===== config.mk =====
export PLATFORM = sky130hd
export DESIGN_NAME = hvmux_seq
export DESIGN_NICKNAME = d
export VERILOG_FILES = /design/src/rtl/hvmux_pkg.sv /design/src/rtl/hvmux_seq_ram.sv /design/src/rtl/hvmux_seq.sv
export SDC_FILE = /design/constraint.sdc
export NUM_CORES = 1
export LEC_CHECK = 0
export CORE_MARGIN = 2
export CORE_UTILIZATION = 57
export CTS_CLUSTER_SIZE = 14
export DETAILED_ROUTE_END_ITERATION = 6
export HOLD_SLACK_MARGIN = 0.12
export PLACE_DENSITY = 0.79
export SYNTH_ARGS = -nofsm -noshare
export SYNTH_HDL_FRONTEND = slang
export SYNTH_SLANG_ARGS = --single-unit
export TNS_END_PERCENT = 30

===== constraint.sdc =====
create_clock -name clk -period 2 [get_ports clk]
set_input_delay 0.3 -clock clk [delete_from_list [all_inputs] [get_ports clk]]
set_output_delay 0.3 -clock clk [all_outputs]
set_load 0.02 [all_outputs]

===== src/rtl/hvmux_pkg.sv =====
// Shared HVMUX definitions: default geometry and the sequencer FSM state type.
package hvmux_pkg;

  localparam int SWITCH_N_DEF = 16;
  localparam int DEPTH_DEF    = 8;

  typedef enum logic [2:0] {
    IDLE,
    ISSUE,
    WAIT_BUSY,
    WAIT_DONE,
    ARMED
  } hvmux_seq_state_t;

endpackage


===== src/rtl/hvmux_seq_ram.sv =====
// DEPTH x SWITCH_N switch-pattern table: synchronous write, asynchronous read
// so the sequencer sees the current contents at the moment it issues a pattern.
module hvmux_seq_ram
  import hvmux_pkg::*;
#(
  parameter  int SWITCH_N = SWITCH_N_DEF,
  parameter  int DEPTH    = DEPTH_DEF,
  localparam int AW       = $clog2(DEPTH)
) (
  input  logic                clk,
  input  logic                we,
  input  logic [AW-1:0]       waddr,
  input  logic [SWITCH_N-1:0] wdata,
  input  logic [AW-1:0]       raddr,
  output logic [SWITCH_N-1:0] rdata
);

  logic [SWITCH_N-1:0] mem [DEPTH];

  // NOTE: the array has no reset so it maps onto distributed RAM; entries are
  // undefined until software writes them.
  always_ff @(posedge clk) begin
    if (we) mem[waddr] <= wdata;
  end

  assign rdata = mem[raddr];

endmodule


===== src/rtl/hvmux_seq.sv =====
// HVMUX pattern sequencer: pushes table patterns to the SPI controller on start/step,
// gated on controller busy. Define HVMUX_SEQ_LOOP_EN to wrap at seq_last instead of ending.
module hvmux_seq
  import hvmux_pkg::*;
#(
  parameter  int SWITCH_N = SWITCH_N_DEF,
  parameter  int DEPTH    = DEPTH_DEF,
  localparam int AW       = $clog2(DEPTH)
) (
  input  logic                clk,
  input  logic                rst_n,
  input  logic                cfg_we,
  input  logic [AW-1:0]       cfg_addr,
  input  logic [SWITCH_N-1:0] cfg_wdata,
  input  logic [AW-1:0]       seq_last,
  input  logic                start,
  input  logic                step,
  input  logic                abort,
  output logic [SWITCH_N-1:0] mux_din,
  output logic                mux_dvalid,
  input  logic                mux_busy,
  output logic                active,
  output logic                ready,
  output logic [AW-1:0]       seq_idx,
  output logic                done,
  output logic                err_overrun
);

  hvmux_seq_state_t    state, state_nxt;
  logic [SWITCH_N-1:0] rd_data;
  logic [SWITCH_N-1:0] din_nxt;
  logic [AW-1:0]       idx_nxt;
  logic                dvalid_nxt, active_nxt, ready_nxt, done_nxt, err_nxt;

  hvmux_seq_ram #(
    .SWITCH_N (SWITCH_N),
    .DEPTH    (DEPTH)
  ) u_ram (
    .clk   (clk),
    .we    (cfg_we),
    .waddr (cfg_addr),
    .wdata (cfg_wdata),
    .raddr (seq_idx),
    .rdata (rd_data)
  );

  // NOTE: non-blocking assignments on every register so all of them update from
  // the same pre-edge values, independent of statement order.
  always_ff @(posedge clk or negedge rst_n) begin
    if (!rst_n) begin
      state       <= IDLE;
      mux_din     <= '0;
      mux_dvalid  <= 1'b0;
      active      <= 1'b0;
      ready       <= 1'b0;
      seq_idx     <= '0;
      done        <= 1'b0;
      err_overrun <= 1'b0;
    end else begin
      state       <= state_nxt;
      mux_din     <= din_nxt;
      mux_dvalid  <= dvalid_nxt;
      active      <= active_nxt;
      ready       <= ready_nxt;
      seq_idx     <= idx_nxt;
      done        <= done_nxt;
      err_overrun <= err_nxt;
    end
  end

  // NOTE: every signal gets a default before the case so no path leaves one
  // unassigned, which would infer a latch.
  always_comb begin
    state_nxt  = state;
    din_nxt    = mux_din;
    dvalid_nxt = 1'b0;
    active_nxt = active;
    ready_nxt  = ready;
    idx_nxt    = seq_idx;
    done_nxt   = 1'b0;
    err_nxt    = err_overrun;

    if (abort) begin
      state_nxt  = IDLE;
      active_nxt = 1'b0;
      ready_nxt  = 1'b0;
    end else begin
      // A step that arrives before the current pattern is latched is dropped.
      if (step && active && (state != ARMED)) err_nxt = 1'b1;

      unique case (state)
        IDLE: begin
          if (start && !mux_busy) begin
            idx_nxt    = '0;
            err_nxt    = 1'b0;
            active_nxt = 1'b1;
            state_nxt  = ISSUE;
          end
        end
        ISSUE: begin
          din_nxt    = rd_data;
          dvalid_nxt = 1'b1;
          state_nxt  = WAIT_BUSY;
        end
        WAIT_BUSY: begin
          if (mux_busy) state_nxt = WAIT_DONE;
        end
        WAIT_DONE: begin
          if (!mux_busy) begin
            ready_nxt = 1'b1;
            state_nxt = ARMED;
          end
        end
        ARMED: begin
          if (step) begin
            ready_nxt = 1'b0;
            if (seq_idx != seq_last) begin
              idx_nxt   = seq_idx + 1'b1;
              state_nxt = ISSUE;
            end else begin
              done_nxt = 1'b1;
`ifdef HVMUX_SEQ_LOOP_EN
              idx_nxt   = '0;
              state_nxt = ISSUE;
`else
              active_nxt = 1'b0;
              state_nxt  = IDLE;
`endif
            end
          end
        end
        default: state_nxt = IDLE;
      endcase
    end
  end

endmodule

==> load_flow_metrics.sql <==
INSERT INTO impl_metrics (metric_group, metric, value, unit) VALUES
('global_route', 'grt_pass1_wl', '17700', 'um'),
('clock_network', 'cts-htree-levels', '4', ''),
('pwr', 'p_int', '6.15', 'mW'),
('finish', 'num_antenna_cells', '0', ''),
('timing', 'maxSlewViolCount', '0', ''),
('die', 'num_io_pins', '53', ''),
('yosys', 'syn_nets', '339', ''),
('yosys', 'postSynthCellCount', '309', ''),
('setup_path', 'worst_path_max_delay_cell', 'clkdlybuf4s50_1', ''),
('setup_path', 'cp_data_arrival_time', '1590', 'ps'),
('pwr', 'worst_ir_drop_vdd', '0.000756', 'V'),
('yosys', 'synth-async-reset-ratio', '17.4', '%'),
('clock_network', 'cts-buffers-inserted', '17', ''),
('route', 'detail_route.wirelength', '11200', 'um'),
('global_route', 'antenna_found_initial', '0', ''),
('setup_path', 'slowest_delay', '630', 'ps'),
('die', 'floorplan.die.height', '107', 'um'),
('pwr', 'share_clk_of_total_power', '39.1', '%'),
('clock_network', 'cts_tree', 'yes', ''),
('die', 'core', '10300', 'sq um'),
('setup_path', 'setup.worst_path.start_class', 'flip-flop', ''),
('timing', 'timing.final.hold_violations', '0', ''),
('global_route', 'grt_usage', '21.7', '%'),
('route', 'drt_drc_violations_left', '0', ''),
('global_route', 'grt_max_degree', '34', ''),
('yosys', 'yosys_register_bits', '155', ''),
('global_route', 'first_global_vias', '3233', ''),
('die', 'die_w', '107', 'um'),
('pwr', 'p_switching', '1.90', 'mW'),
('route', 'postRouteAntennaNets', '0', ''),
('yosys', 'syn_area', '6060', 'sq um'),
('finish', 'final_core_utilization', '72.1', '%'),
('pwr', 'p_seq_share', '48.4', '%'),
('setup_path', 'timing.critical_path.fanout_max', '4', ''),
('setup_path', 'worst_path_dominant_cell_family', 'buffers and inverters', ''),
('route', 'post_drt_wl_per_cell', '21.3', 'um'),
('clock_network', 'cts.sinks', '155', ''),
('timing', 'skew', '8.61', 'ps'),
('die', 'start_util', '58.7', '%'),
('clock_network', 'max-clock-path-buffers', '2', ''),
('yosys', 'synth-edff-count', '128', ''),
('timing', 'max_clock_freq', '529', 'MHz'),
('finish', 'final_nets', '408', ''),
('yosys', 'synth_sequential_area_ratio', '74.5', '%'),
('clock_network', 'insertion_delay', '520', 'ps'),
('clock_network', 'post-cts-setup-buffers', '0', ''),
('die', 'floorplan.rows', '37', ''),
('yosys', 'library_cells_used_by_synthesis', '40', ''),
('timing', 'slew_headroom', '60.1', '%'),
('timing', 'timing_worst_slew_pin_value', '597', 'ps'),
('global_route', 'global_route.overflow_total', '0', ''),
('route', 'detail_route.iter0.violations', '248', ''),
('setup_path', 'cp_data_required_time', '1700', 'ps'),
('route', 'vias_per_cell', '5.93', ''),
('finish', 'synthToLayoutAreaGrowth', '22.8', '%'),
('pwr', 'power.switching_fraction', '23.6', '%'),
('clock_network', 'hold_buffers', '0', ''),
('route', 'number_of_vias_after_detailed_routing', '3123', ''),
('yosys', 'synth-main-ff-cell', 'edfxtp_1', ''),
('clock_network', 'path_clk_slew', '60', 'ps'),
('route', 'number_of_optimization_iterations_in_the_first_detailed_route_pass', '4', ''),
('timing', 'setup_tns', '0', 'ps'),
('setup_path', 'cp-end-kind', 'output port', ''),
('die', 'dieArea', '11500', 'sq um'),
('yosys', 'syn_avg_cell_area', '19.6', 'sq um'),
('timing', 'finalSetupViolCount', '0', ''),
('pwr', 'combPwrFrac', '12.5', '%'),
('pwr', 'power.static_leakage', '2.57', 'nW'),
('place', 'io_buffer_count', '52', ''),
('place', 'routabilityCongestion', '0.843', ''),
('setup_path', 'timing.critical_path.buf_inv', '1', ''),
('clock_network', 'post_cts_resized', '0', ''),
('finish', 'fraction_of_layout_instances_using_a_drive_strength_above_1', '21.5', '%'),
('setup_path', 'crit_chain', 'clkdlybuf4s50_1', ''),
('timing', 'grt_setup_unrepaired', 'false', ''),
('flow_run', 'max_cap_viol_count', '0', ''),
('run_status', 'status', 'finished clean', ''),
('timing', 'finalWorstPathRequiredPeriod', '1890', 'ps'),
('yosys', 'synth_warnings', '0', ''),
('clock_network', 'ctsRootBufferMaster', 'clkbuf_8', ''),
('setup_path', 'critical_path_class', 'flip-flop to output port', ''),
('hold_path', 'hold_path.class', 'input pin to asynchronous set/reset pin', ''),
('place', 'dp_hpwl', '6430', 'um'),
('timing', 'post-route-period-util', '94.6', '%'),
('pwr', 'power_per_cell_area', '1080', 'nW/um^2'),
('finish', 'num-fill-cells', '631', '');
-- cells in the mapped netlist, types with 2 or more instances --
library cell,n,area [sq um]
buf_12,2,40.0
nor4_1,2,12.5
edfxtp_1,128,3840
inv_1,2,7.51
a31oi_1,3,18.8
nor2_1,25,93.8
nor3_1,4,20.0
dfrtp_1,27,676
buf_2,9,45.0
xor2_1,2,17.5
mux2i_1,17,170
a21oi_1,20,100
mux4_2,31,698
nand3_1,2,10.0
buf_6,3,33.8
nand2b_1,4,25.0
nor2b_1,3,18.8
nand2_1,3,11.3
-- worst register-to-register path, stage by stage (launching register included) --
cell     delay (ps)
dfrtp_2         440
buf_12          290
mux4_1          620
mux2i_1         180
a21oi_1          80
-- worst paths after layout --
kind,startpoint,end,slack (ps),cells past startpoint
worst max register to register,seq_idx[1]$_DFFE_PN0P_,mux_din[15]$_DFFE_PN0P_,270,4
worst max-delay path,seq_idx[1]$_DFFE_PN0P_,seq_idx[1],110,1
worst min-delay path,rst_n,mux_din[14]$_DFFE_PN0P_,170,2
worst min register to register,mux_din[6]$_DFFE_PN0P_,mux_din[6]$_DFFE_PN0P_,520,2
max in group asynchronous,rst_n,seq_idx[1]$_DFFE_PN0P_,1520,2
min in group clk,step,active$_DFFE_PN0P_,460,2
-- cell usage in the layout, fill, tap and decap left out, drive strengths merged, types with 4 or more instances in the layout --
master | synthesis | final
mux2i | 17 | 17
buf | 15 | 13
clkdlybuf4s50 | 0 | 52
dfrtp | 27 | 27
edfxtp | 128 | 128
clkinv | 0 | 5
nand2b | 4 | 4
a21oi | 20 | 20
clkbuf | 0 | 18
nor3 | 5 | 5
nor2 | 25 | 25
mux4 | 32 | 32
inv | 3 | 6
-- cells by family (layout without fill, tap and decap cells) --
family / Yosys count / count (layout) / synth area share (%)
simple gates: 50 / 50 / 4.37
flops: 155 / 155 / 74.5
buf+inv: 18 / 100 / 2.27
fa+ha+maj: 1 / 1 / 0.206
xor+xnor: 3 / 3 / 0.557
compound gates: 33 / 33 / 3.32
mux: 49 / 49 / 14.8
-- state kept, by name, summed over array words and instances (netlist names) --
signal and flops:
seq_idx 3, done 1, active 1, state 3, mux_dvalid 1, u_ram.mem 128
ready 1, mux_din 16, err_overrun 1
-- area by class of cell --
cell class | instances | area, sq um | share of cell area [%]
tap | 136 | 170 | 2.28
multi-input combinational | 136 | 1420 | 19.0
sequential | 155 | 4520 | 60.7
clock buffer | 18 | 418 | 5.61
clock inverter | 14 | 168 | 2.25
inverter | 3 | 11.3 | 0.151
timing repair buffer | 65 | 743 | 9.98
-- power by group through the flow --
stage	logic (mW)	clock network, mW	registers, mW
after floorplan	0.297	0	4.12
after global placement	0.988	0	3.94
after detailed placement	1.01	0	3.96
after CTS	1.02	3.19	3.90
after global routing	1.09	3.32	3.92
final	1.01	3.14	3.89
-- metrics by stage --
step	total power, mW	setup slack, ps	hold slack [ps]	area (sq um)	cells
3_5_place_dp	4.97	88.2	521	6860	495
2_1_floorplan	4.42	68.2	4.41	6070	309
5_1_grt	8.34	40.9	182	7450	527
3_3_place_gp	4.93	243	506	6860	495
6_report	8.04	108	170	7450	527
4_1_cts	8.11	71.4	149	7450	527
-- per-layer routing --
layer,wire (um),track usage [%],vias to the layer above
met4,155,6.86,0
met1,4730,29.3,1603
li1,-,-,1383
met2,5730,34.8,121
met3,638,6.02,16
met5,0,0,-
(Power assumes the default switching activity.)
